$ cat src/rtl/offset_scan_ctrl.sv
// rtl/offset_scan_ctrl.sv - RX sampling-offset sweep: per-phase BER measurement, lock on the best phase
// All outputs are registered from the next state so they change together with the state.
module offset_scan_ctrl #(
   parameter int OS      = 4,
   parameter int NB_OFS  = 2,
   parameter int NB_CNT  = 64,
   parameter int WINDOW  = 511,
   parameter int SETTLE  = 16,
   parameter int TIMEOUT = 4096
) (
   input  logic              clock,
   input  logic              reset,
   input  logic              i_valid,
   input  logic              i_start,
   input  logic [NB_CNT-1:0] i_errors,
   input  logic [NB_CNT-1:0] i_bits,
   output logic [NB_OFS-1:0] o_offset,
   output logic              o_ber_clear,
   output logic              o_ber_enable,
   output logic              o_busy,
   output logic              o_locked,
   output logic              o_fail,
   output logic [NB_CNT-1:0] o_best_errors
);

   localparam int SW = $clog2(SETTLE + 1);
   localparam int TW = $clog2(TIMEOUT + 1);
   localparam logic [SW-1:0]     SETTLE_END  = SW'(SETTLE);
   localparam logic [SW-1:0]     SETTLE_LAST = SW'(SETTLE - 1);
   localparam logic [TW-1:0]     TIMEOUT_END = TW'(TIMEOUT);
   localparam logic [NB_OFS-1:0] LAST_OFS    = NB_OFS'(OS - 1);
   localparam logic [NB_CNT-1:0] WINDOW_CNT  = NB_CNT'(WINDOW);

   typedef enum logic [2:0] {IDLE, CLEAR, SETTLE_ST, MEASURE, EVAL, APPLY, LOCKED} state_t;

   state_t            state, state_d;
   logic [NB_OFS-1:0] cur_ofs, cur_ofs_d, best_ofs, best_ofs_d;
   logic [NB_CNT-1:0] best_err, best_err_d;
   logic [SW-1:0]     settle_cnt, settle_cnt_d;
   logic [TW-1:0]     to_cnt, to_cnt_d;
   logic              to_flag, to_flag_d;
   logic              settle_hit, new_best, have_best;
   logic [NB_OFS-1:0] offset_d;
   logic              clear_d, enable_d, busy_d, locked_d, fail_d;
   logic [NB_CNT-1:0] best_out_d;

   assign new_best  = (state == EVAL) && !to_flag && (i_errors < best_err);
   assign have_best = ~&best_err_d;

   always_ff @(posedge clock or posedge reset) begin
      if (reset) begin
         state         <= IDLE;
         cur_ofs       <= '0;
         best_ofs      <= '0;
         best_err      <= '1;
         settle_cnt    <= '0;
         to_cnt        <= '0;
         to_flag       <= 1'b0;
         o_offset      <= '0;
         o_ber_clear   <= 1'b0;
         o_ber_enable  <= 1'b0;
         o_busy        <= 1'b0;
         o_locked      <= 1'b0;
         o_fail        <= 1'b0;
         o_best_errors <= '1;
      end else begin
         state         <= state_d;
         cur_ofs       <= cur_ofs_d;
         best_ofs      <= best_ofs_d;
         best_err      <= best_err_d;
         settle_cnt    <= settle_cnt_d;
         to_cnt        <= to_cnt_d;
         to_flag       <= to_flag_d;
         o_offset      <= offset_d;
         o_ber_clear   <= clear_d;
         o_ber_enable  <= enable_d;
         o_busy        <= busy_d;
         o_locked      <= locked_d;
         o_fail        <= fail_d;
         o_best_errors <= best_out_d;
      end
   end

   always_comb begin
      state_d      = state;
      cur_ofs_d    = cur_ofs;
      best_ofs_d   = best_ofs;
      best_err_d   = best_err;
      settle_cnt_d = settle_cnt;
      to_cnt_d     = to_cnt;
      to_flag_d    = to_flag;
      settle_hit   = 1'b0;
      case (state)
         IDLE, LOCKED: begin
            if (i_start) begin
               state_d    = CLEAR;
               cur_ofs_d  = '0;
               best_ofs_d = '0;
               best_err_d = '1;
            end
         end
         CLEAR: begin
            settle_cnt_d = '0;
            state_d      = SETTLE_ST;
         end
         SETTLE_ST: begin
            // The strobe that completes the settle count triggers the second clear;
            // MEASURE is entered the cycle after that clear pulse.
            if (settle_cnt == SETTLE_END) begin
               to_cnt_d = '0;
               state_d  = MEASURE;
            end else if (i_valid) begin
               settle_cnt_d = settle_cnt + SW'(1);
               settle_hit   = (settle_cnt == SETTLE_LAST);
            end
         end
         MEASURE: begin
            if (i_bits >= WINDOW_CNT) begin
               to_flag_d = 1'b0;
               state_d   = EVAL;
            end else if (to_cnt == TIMEOUT_END) begin
               to_flag_d = 1'b1;
               state_d   = EVAL;
            end else if (i_valid) begin
               to_cnt_d = to_cnt + TW'(1);
            end
         end
         EVAL: begin
            if (new_best) begin
               best_err_d = i_errors;
               best_ofs_d = cur_ofs;
            end
            if (cur_ofs == LAST_OFS) begin
               state_d = APPLY;
            end else begin
               cur_ofs_d = cur_ofs + NB_OFS'(1);
               state_d   = CLEAR;
            end
         end
         APPLY:   state_d = (&best_err) ? IDLE : LOCKED;
         default: state_d = IDLE;
      endcase
   end

   always_comb begin
      offset_d   = '0;
      clear_d    = 1'b0;
      enable_d   = 1'b0;
      busy_d     = 1'b0;
      locked_d   = 1'b0;
      fail_d     = o_fail;
      best_out_d = new_best ? i_errors : o_best_errors;
      case (state_d)
         CLEAR, SETTLE_ST, MEASURE, EVAL: begin
            busy_d   = 1'b1;
            offset_d = cur_ofs_d;
         end
         APPLY: begin
            busy_d   = 1'b1;
            offset_d = have_best ? best_ofs_d : '0;
            clear_d  = have_best;
         end
         LOCKED: begin
            locked_d = 1'b1;
            enable_d = 1'b1;
            offset_d = best_ofs_d;
         end
         default: offset_d = '0;
      endcase
      if (state_d == CLEAR || settle_hit)
         clear_d = 1'b1;
      if (state_d == MEASURE)
         enable_d = 1'b1;
      if (state_d == CLEAR && (state == IDLE || state == LOCKED))
         fail_d = 1'b0;
      if (state == APPLY && state_d == IDLE)
         fail_d = 1'b1;
   end

endmodule

$ cat config.mk
export PLATFORM = sky130hd
export DESIGN_NAME = offset_scan_ctrl
export DESIGN_NICKNAME = d
export VERILOG_FILES = /design/src/rtl/offset_scan_ctrl.sv
export SDC_FILE = /design/constraint.sdc
export NUM_CORES = 1
export LEC_CHECK = 0
export CAP_MARGIN = 20
export CORE_UTILIZATION = 45
export DETAILED_ROUTE_END_ITERATION = 8
export GPL_TIMING_DRIVEN = 0
export MAX_ROUTING_LAYER = met4
export PLACE_DENSITY = 0.81
export REMOVE_ABC_BUFFERS = 1
export SLEW_MARGIN = 20
export SYNTH_ARGS = -nofsm -noshare
export SYNTH_HDL_FRONTEND = slang
export SYNTH_SLANG_ARGS = --single-unit
export TNS_END_PERCENT = 5
$ cat constraint.sdc
create_clock -name clock -period 6.4 [get_ports clock]
set_clock_uncertainty 0.1 [all_clocks]
set_input_delay 0.64 -clock clock [delete_from_list [all_inputs] [get_ports clock]]
set_output_delay 0.64 -clock clock [all_outputs]
set_load 0.03 [all_outputs]
* Word-level counts from Yosys, hierarchy flattened
Cells that the tools add are included.
Operators by class: add/sub/neg operators 3, $mul 0, divide/modulo/power cells 0, magnitude comparators 2, equality and inequality tests 22, shifts and indexed selects 0, mux-type cells 38, bitwise gates (word level) 0, reductions and logical operators 22
Operator list (count):
- 64-bit two-way mux | 2
- 64-bit case mux with 2 select lines | 1
- 64-bit AND reduction | 2
- 64-bit by 9-bit greater-or-equal comparator with 1-bit output, second input constant | 1
- 64-bit < comparator | 1
- 13-bit two-way mux | 4
- 13-bit case mux with 2 select lines | 1
- 3-bit == test, second input constant | 6
- 3-bit two-way mux | 6
- 3-bit case mux with 6 select lines | 1
- 13-bit by 1-bit adder with 13-bit output, second input constant | 1
- 13-bit == test, second input constant | 1
- 3-bit by 2-bit == test with 1-bit output, second input constant | 4
- 1-bit two-way mux | 12
- 2-bit inequality test, second input constant | 6
- 2-bit two-way mux | 5
- 5-bit two-way mux | 2
- 5-bit case mux with 2 select lines | 1
- 2-bit case mux with 2 select lines | 2
- 2-bit nonzero test | 4
- 3-bit by 1-bit == test with 1-bit output, second input constant | 2
- 3-bit logical NOT | 2
- 2-bit case mux with 3 select lines | 1
- 5-bit by 1-bit adder with 5-bit output, second input constant | 1
- 13 further kinds | 18
Word-level totals: register bits after elaboration 161, bits in latches 0, RAM bits 0, bits in read-only memories 0, bits of input ports 132, output and inout port bits 71, word-level logic and storage cells 101, memories 0

* Depth between registers and ports, before layout
depth in word-level cells 9, mapped depth 12, mapped depth without buffers 11

* Worst setup path after synthesis
No wires, ideal clock.
kind in2reg, from in i_errors[5], to reg o_offset[0], library setup time 126 ps, data arrival time 2916 ps, data required time 6174 ps, path slack 3258 ps, stages 10, path buffers 0, path through ha_1 a21o_1 a221oi_1 o21ai_0 a2111o_1 o2111a_1 o31a_1 a221oi_2 o21ai_1 a221o_1
On the way: word-level cells in the longest chain between the ends 7, elaborated cells between the ends (all ways) 9, those cells by class order compare (1); mux (6); reduce/logical (2)
Ends and longest elaborated chain:
- start: declaration | RTL line 15 | input logic [NB_CNT-1:0] i_errors,
- 64-bit < comparator | RTL line 47 | assign new_best = (state == EVAL) && !to_flag && (i_errors < best_err);
- 1-bit logical AND | RTL line 47
- 64-bit two-way mux | RTL line 129 | if (new_best) begin
- 64-bit case mux with 2 select lines | RTL line 93 | case (state)
- 64-bit AND reduction | RTL line 48 | assign have_best = ~&best_err_d;
- 2-bit two-way mux | RTL line 160 | offset_d = have_best ? best_ofs_d : '0;
- 2-bit case mux with 3 select lines (*) | RTL line 153 | case (state_d)
- net offset_d[0] | RTL line 43 | logic [NB_OFS-1:0] offset_d;
- end signal: assignment | RTL line 74 | o_offset <= offset_d;
- end: declaration | RTL line 17 | output logic [NB_OFS-1:0] o_offset,
Mark *: on every way through the listed nets, which the timed path passes. The rest lies on a longest branch. A chain may end at the register's enable or synchronous reset.

* Worst setup path after layout
from in i_errors[5], to reg o_offset[0]
On the way: elaborated cells between the ends (all ways) 9, those cells by class order compare (1); mux (6); reduce/logical (2)
RTL lines:
- 64-bit < comparator (*) | RTL line 47
- 1-bit logical AND (*) | RTL line 47
- 2-bit two-way mux (*) | RTL line 129
- 2-bit case mux with 2 select lines (*) | RTL line 93
- net best_ofs_d[0] | RTL line 37 | logic [NB_OFS-1:0] cur_ofs, cur_ofs_d, best_ofs, best_ofs_d;
- 2-bit two-way mux | RTL line 160
- 2-bit case mux with 3 select lines (*) | RTL line 153
- net offset_d[0] | RTL line 43
Marks and branches as above.

==> implementation parameters <==
Parameter                              Value

Final layout
  Nets@finish    1328
  Synth-to-Final Area Change    34.4%
  Fin util    61.5%
  Fraction of final layout cells with drive strength greater than 1    15.1%
  Non-filler instance count after layout    1376

Synthesis
  Number of enable-type register cells in the synthesized netlist    0
  Register bit total from synthesis    161
  Number of distinct standard cells referenced by the synthesized netlist    51
  Avg Inst Size Synth    9.18 µm²
  Most frequent cells after synthesis    sky130_fd_sc_hd__nand2_1, sky130_fd_sc_hd__dfstp_2, sky130_fd_sc_hd__inv_1
  Most used flip-flop cell after synthesis    sky130_fd_sc_hd__dfstp_2
  Biggest area consumer among synthesized cells    sky130_fd_sc_hd__dfstp_2
  Fraction of synthesized cell area taken by the top area cell type    39.3%
  Sequential share of the synthesized area    48.9%
  Number of instances in the synthesized netlist    933
  Largest cells by area after synthesis    sky130_fd_sc_hd__dfstp_2, sky130_fd_sc_hd__nand2_1, sky130_fd_sc_hd__ha_1, sky130_fd_sc_hd__dfrtp_1, sky130_fd_sc_hd__o22a_1
  Synthesis warning total    0
  Netlist Area Pre-Place    8560 µm²
  Most common cell in the netlist    sky130_fd_sc_hd__nand2_1
  Fraction of registers with async set/reset    100%

Place
  Dpl cells    1342
  GPL Wtd Cong    0.937
  DP Worst Slack    0.926 ns
  HPWL after detailed placement    18300 µm
  Port Buffers    202

CTS
  CTS resizes    0
  Register clock-pin slew on the reported worst setup and hold paths    0.06 ns
  Maximum buffer depth of the clock tree    2
  Setup bufs post-CTS    0
  Clock sink count    161
  Latest clock arrival within the worst-skew pair    0.42 ns
  Quantity of hold-fixing buffers added after cts    0
  Root Buffer    sky130_fd_sc_hd__clkbuf_16
  CTS tree    done
  Htree depth    4
  CTS buffer count    17

Setup path
  Worst reg-to-reg setup slack    1.81 ns
  Arrival @ worst endpoint    4.99 ns
  Reg2Reg Depth    12
  Source of the critical timing path    i_errors[5]
  CP startpoint kind    input port
  Worst r2r src    best_err[5]
  Maximum fanout count along the critical path    94
  Critical register-to-register path endpoint    o_offset[0]
  Kind of end point of the critical path    flip-flop
  Worst Path Required    6.60 ns
  Category of the most critical setup path    input port to flip-flop

Floorplan
  Top-level port count    203
  Core Region    18700 µm²
  Total die area    19600 µm²
  Starting density of the core    45.8%
  Horizontal extent of the die    140 µm
  Die span in y    140 µm
  Std cell rows    50

Hold path
  Min-delay worst type    flip-flop to flip-flop
  Hold Path End    o_best_errors[19]
  Number of cells on the worst hold path    2
  Min-delay src    o_best_errors[19]

Pwr
  Power share of the combinational group    43.9%
  Clock Power Share    19.2%
  Power share of the sequential group    36.9%
  Overall power after layout    0.00521 W
  Switching fraction of total power    39.2%
  Sw power    0.00204 W
  Cell Pwr Density    452 nW/µm²
  Internal power contribution    0.00317 W
  Leakage power    5.43 nW
  Worst IR Drop VDD    0.231 mV

STA
  Number of pins exceeding their max-slew limit in the final report    0
  Final WS setup    1.61 ns
  Upper clock frequency limit    209 MHz
  Final Hold Fails    0
  Setup-violating endpoint count in the final report    0
  Slew HR    50.0%
  Total negative slack    0 ns
  Final Cycle Share    74.9%
  Min Clock Period, post-route    4.79 ns
  Setup repair after global routing missed its margin    false
  Actual transition at the worst max-transition pin    0.748 ns

Job
  Max Cap Viol    0

Drt
  Number of nets with antenna violations after routing    0
  Number of remaining DRC errors    0
  Per-cell routed wire length    18.1 µm
  Via count of the routed design    7799
  TritonRoute pass-1 iters    5
  Detailed Route WL    24900 µm
  Starting DRC count in detailed routing    609
  Via density per instance    5.67

Global routing
  Vias in the first global route    7750
  Initial antenna violation count    0
  Largest net degree at the start of global routing    95
  Remaining global-route overflow    0
  GRT Resource Usage Total    27.2%
  First-pass GRT wire length    39900 µm

Status
  Result of the run    completed
[through the flow]
stage	hold slack, ns	area (µm²)
final	0.357	11500
after floorplan	0.370	8440
after CTS	0.358	11500
after global placement	0.346	10800
after global routing	0.368	11500
after detailed placement	0.348	10900
[layout by cell type (no fill, tap or decap), types with 3 or more instances in the layout]
| cell | instances |
|---|---|
| sky130_fd_sc_hd__inv_1 | 73 |
| sky130_fd_sc_hd__dfrtp_1 | 33 |
| sky130_fd_sc_hd__nor3_1 | 10 |
| sky130_fd_sc_hd__nand4_1 | 47 |
| sky130_fd_sc_hd__or3_1 | 4 |
| sky130_fd_sc_hd__dfstp_2 | 128 |
| sky130_fd_sc_hd__clkdlybuf4s50_1 | 202 |
| sky130_fd_sc_hd__nand3_1 | 31 |
| sky130_fd_sc_hd__clkbuf_8 | 3 |
| sky130_fd_sc_hd__o21ai_1 | 4 |
| sky130_fd_sc_hd__a211oi_1 | 4 |
| sky130_fd_sc_hd__clkbuf_16 | 18 |
| sky130_fd_sc_hd__nor2b_1 | 3 |
| sky130_fd_sc_hd__a31oi_1 | 14 |
| sky130_fd_sc_hd__and3_1 | 6 |
| sky130_fd_sc_hd__a21o_1 | 8 |
| sky130_fd_sc_hd__nand2b_1 | 5 |
| sky130_fd_sc_hd__a21oi_1 | 34 |
| sky130_fd_sc_hd__nand2_1 | 233 |
| sky130_fd_sc_hd__xor2_1 | 8 |
| sky130_fd_sc_hd__buf_16 | 5 |
| sky130_fd_sc_hd__clkinv_2 | 3 |
| sky130_fd_sc_hd__nor2_1 | 45 |
| sky130_fd_sc_hd__ha_1 | 68 |
| sky130_fd_sc_hd__o22a_1 | 35 |
| sky130_fd_sc_hd__o21ai_0 | 44 |
| sky130_fd_sc_hd__clkbuf_1 | 3 |
| sky130_fd_sc_hd__o211ai_1 | 5 |
| sky130_fd_sc_hd__nor4_1 | 21 |
[worst max path at each step]
stage                              endpoint  cells after the start
final                           o_offset[0]                     12
after global routing            o_offset[0]                     12
after CTS                       o_offset[0]                     12
after detailed placement        o_offset[0]                     12
after global placement    o_best_errors[63]                     10
after floorplan                 best_ofs[0]                      1
[routing by layer]
layer / vias up / routed length, µm / GRT usage [%]
met1: 3716 / 10400 / 33.4
met2: 365 / 11900 / 43.9
met5: - / 0 / -
met4: 0 / 787 / 11.3
li1: 3665 / - / -
met3: 53 / 1810 / 5.40
[cell families (layout without fill, tap and decap cells)]
| kind of cell | count (synthesis) | after routing | synth area share, % |
|---|---|---|---|
| AOI/OAI and AO/OA | 169 | 169 | 13.3 |
| buffers and inverters | 106 | 314 | 4.72 |
| adders and majority gates | 68 | 68 | 9.94 |
| muxes | 1 | 1 | 0.132 |
| and+or+nand+nor | 418 | 418 | 22.0 |
| other | 0 | 1 | 0 |
| xor gates and xnor gates | 10 | 10 | 1.02 |
| DFF | 161 | 161 | 48.9 |
[power by group through the flow]
stage          sequential, W  combinational [W]  clock, W
2_1_floorplan        0.00231           0.000957         0
3_3_place_gp         0.00192            0.00217         0
3_5_place_dp         0.00193            0.00225         0
4_1_cts              0.00192            0.00226   0.00102
5_1_grt              0.00198            0.00248   0.00105
6_report             0.00192            0.00228  0.000999
[critical path: stages]
cell and delay [ns]:
sky130_fd_sc_hd__clkdlybuf4s50_1 0.54, sky130_fd_sc_hd__ha_1 0.37, sky130_fd_sc_hd__a21o_1 0.19, sky130_fd_sc_hd__a221oi_1 0.27, sky130_fd_sc_hd__o21ai_0 0.21, sky130_fd_sc_hd__a2111o_1 0.44, sky130_fd_sc_hd__o2111ai_1 0.48, sky130_fd_sc_hd__nand2_8 0.30
sky130_fd_sc_hd__buf_16 0.35, sky130_fd_sc_hd__a21oi_4 0.63, sky130_fd_sc_hd__o21ai_1 0.17, sky130_fd_sc_hd__a221o_1 0.38
[registers in the layout, indices dropped and copies added (netlist names), 2 cells and up]
signal and flops:
o_best_errors 64, settle_cnt 5, o_offset 2, best_ofs 2, state 3, cur_ofs 2, best_err 64, to_cnt 13
[cell type report]
| type | instances | area [µm²] |
|---|---|---|
| Tap cell | 234 | 293 |
| Timing Repair Buffer | 208 | 2170 |
| Fill cell | 1549 | 7200 |
| Sequential cell | 161 | 4190 |
| Antenna cell | 1 | 2.50 |
| Clock inverter | 8 | 75.1 |
| Clock buffer | 24 | 503 |
| Inverter | 74 | 285 |
| Multi-Input combinational cell | 666 | 4000 |
(Power assumes the default switching activity.)
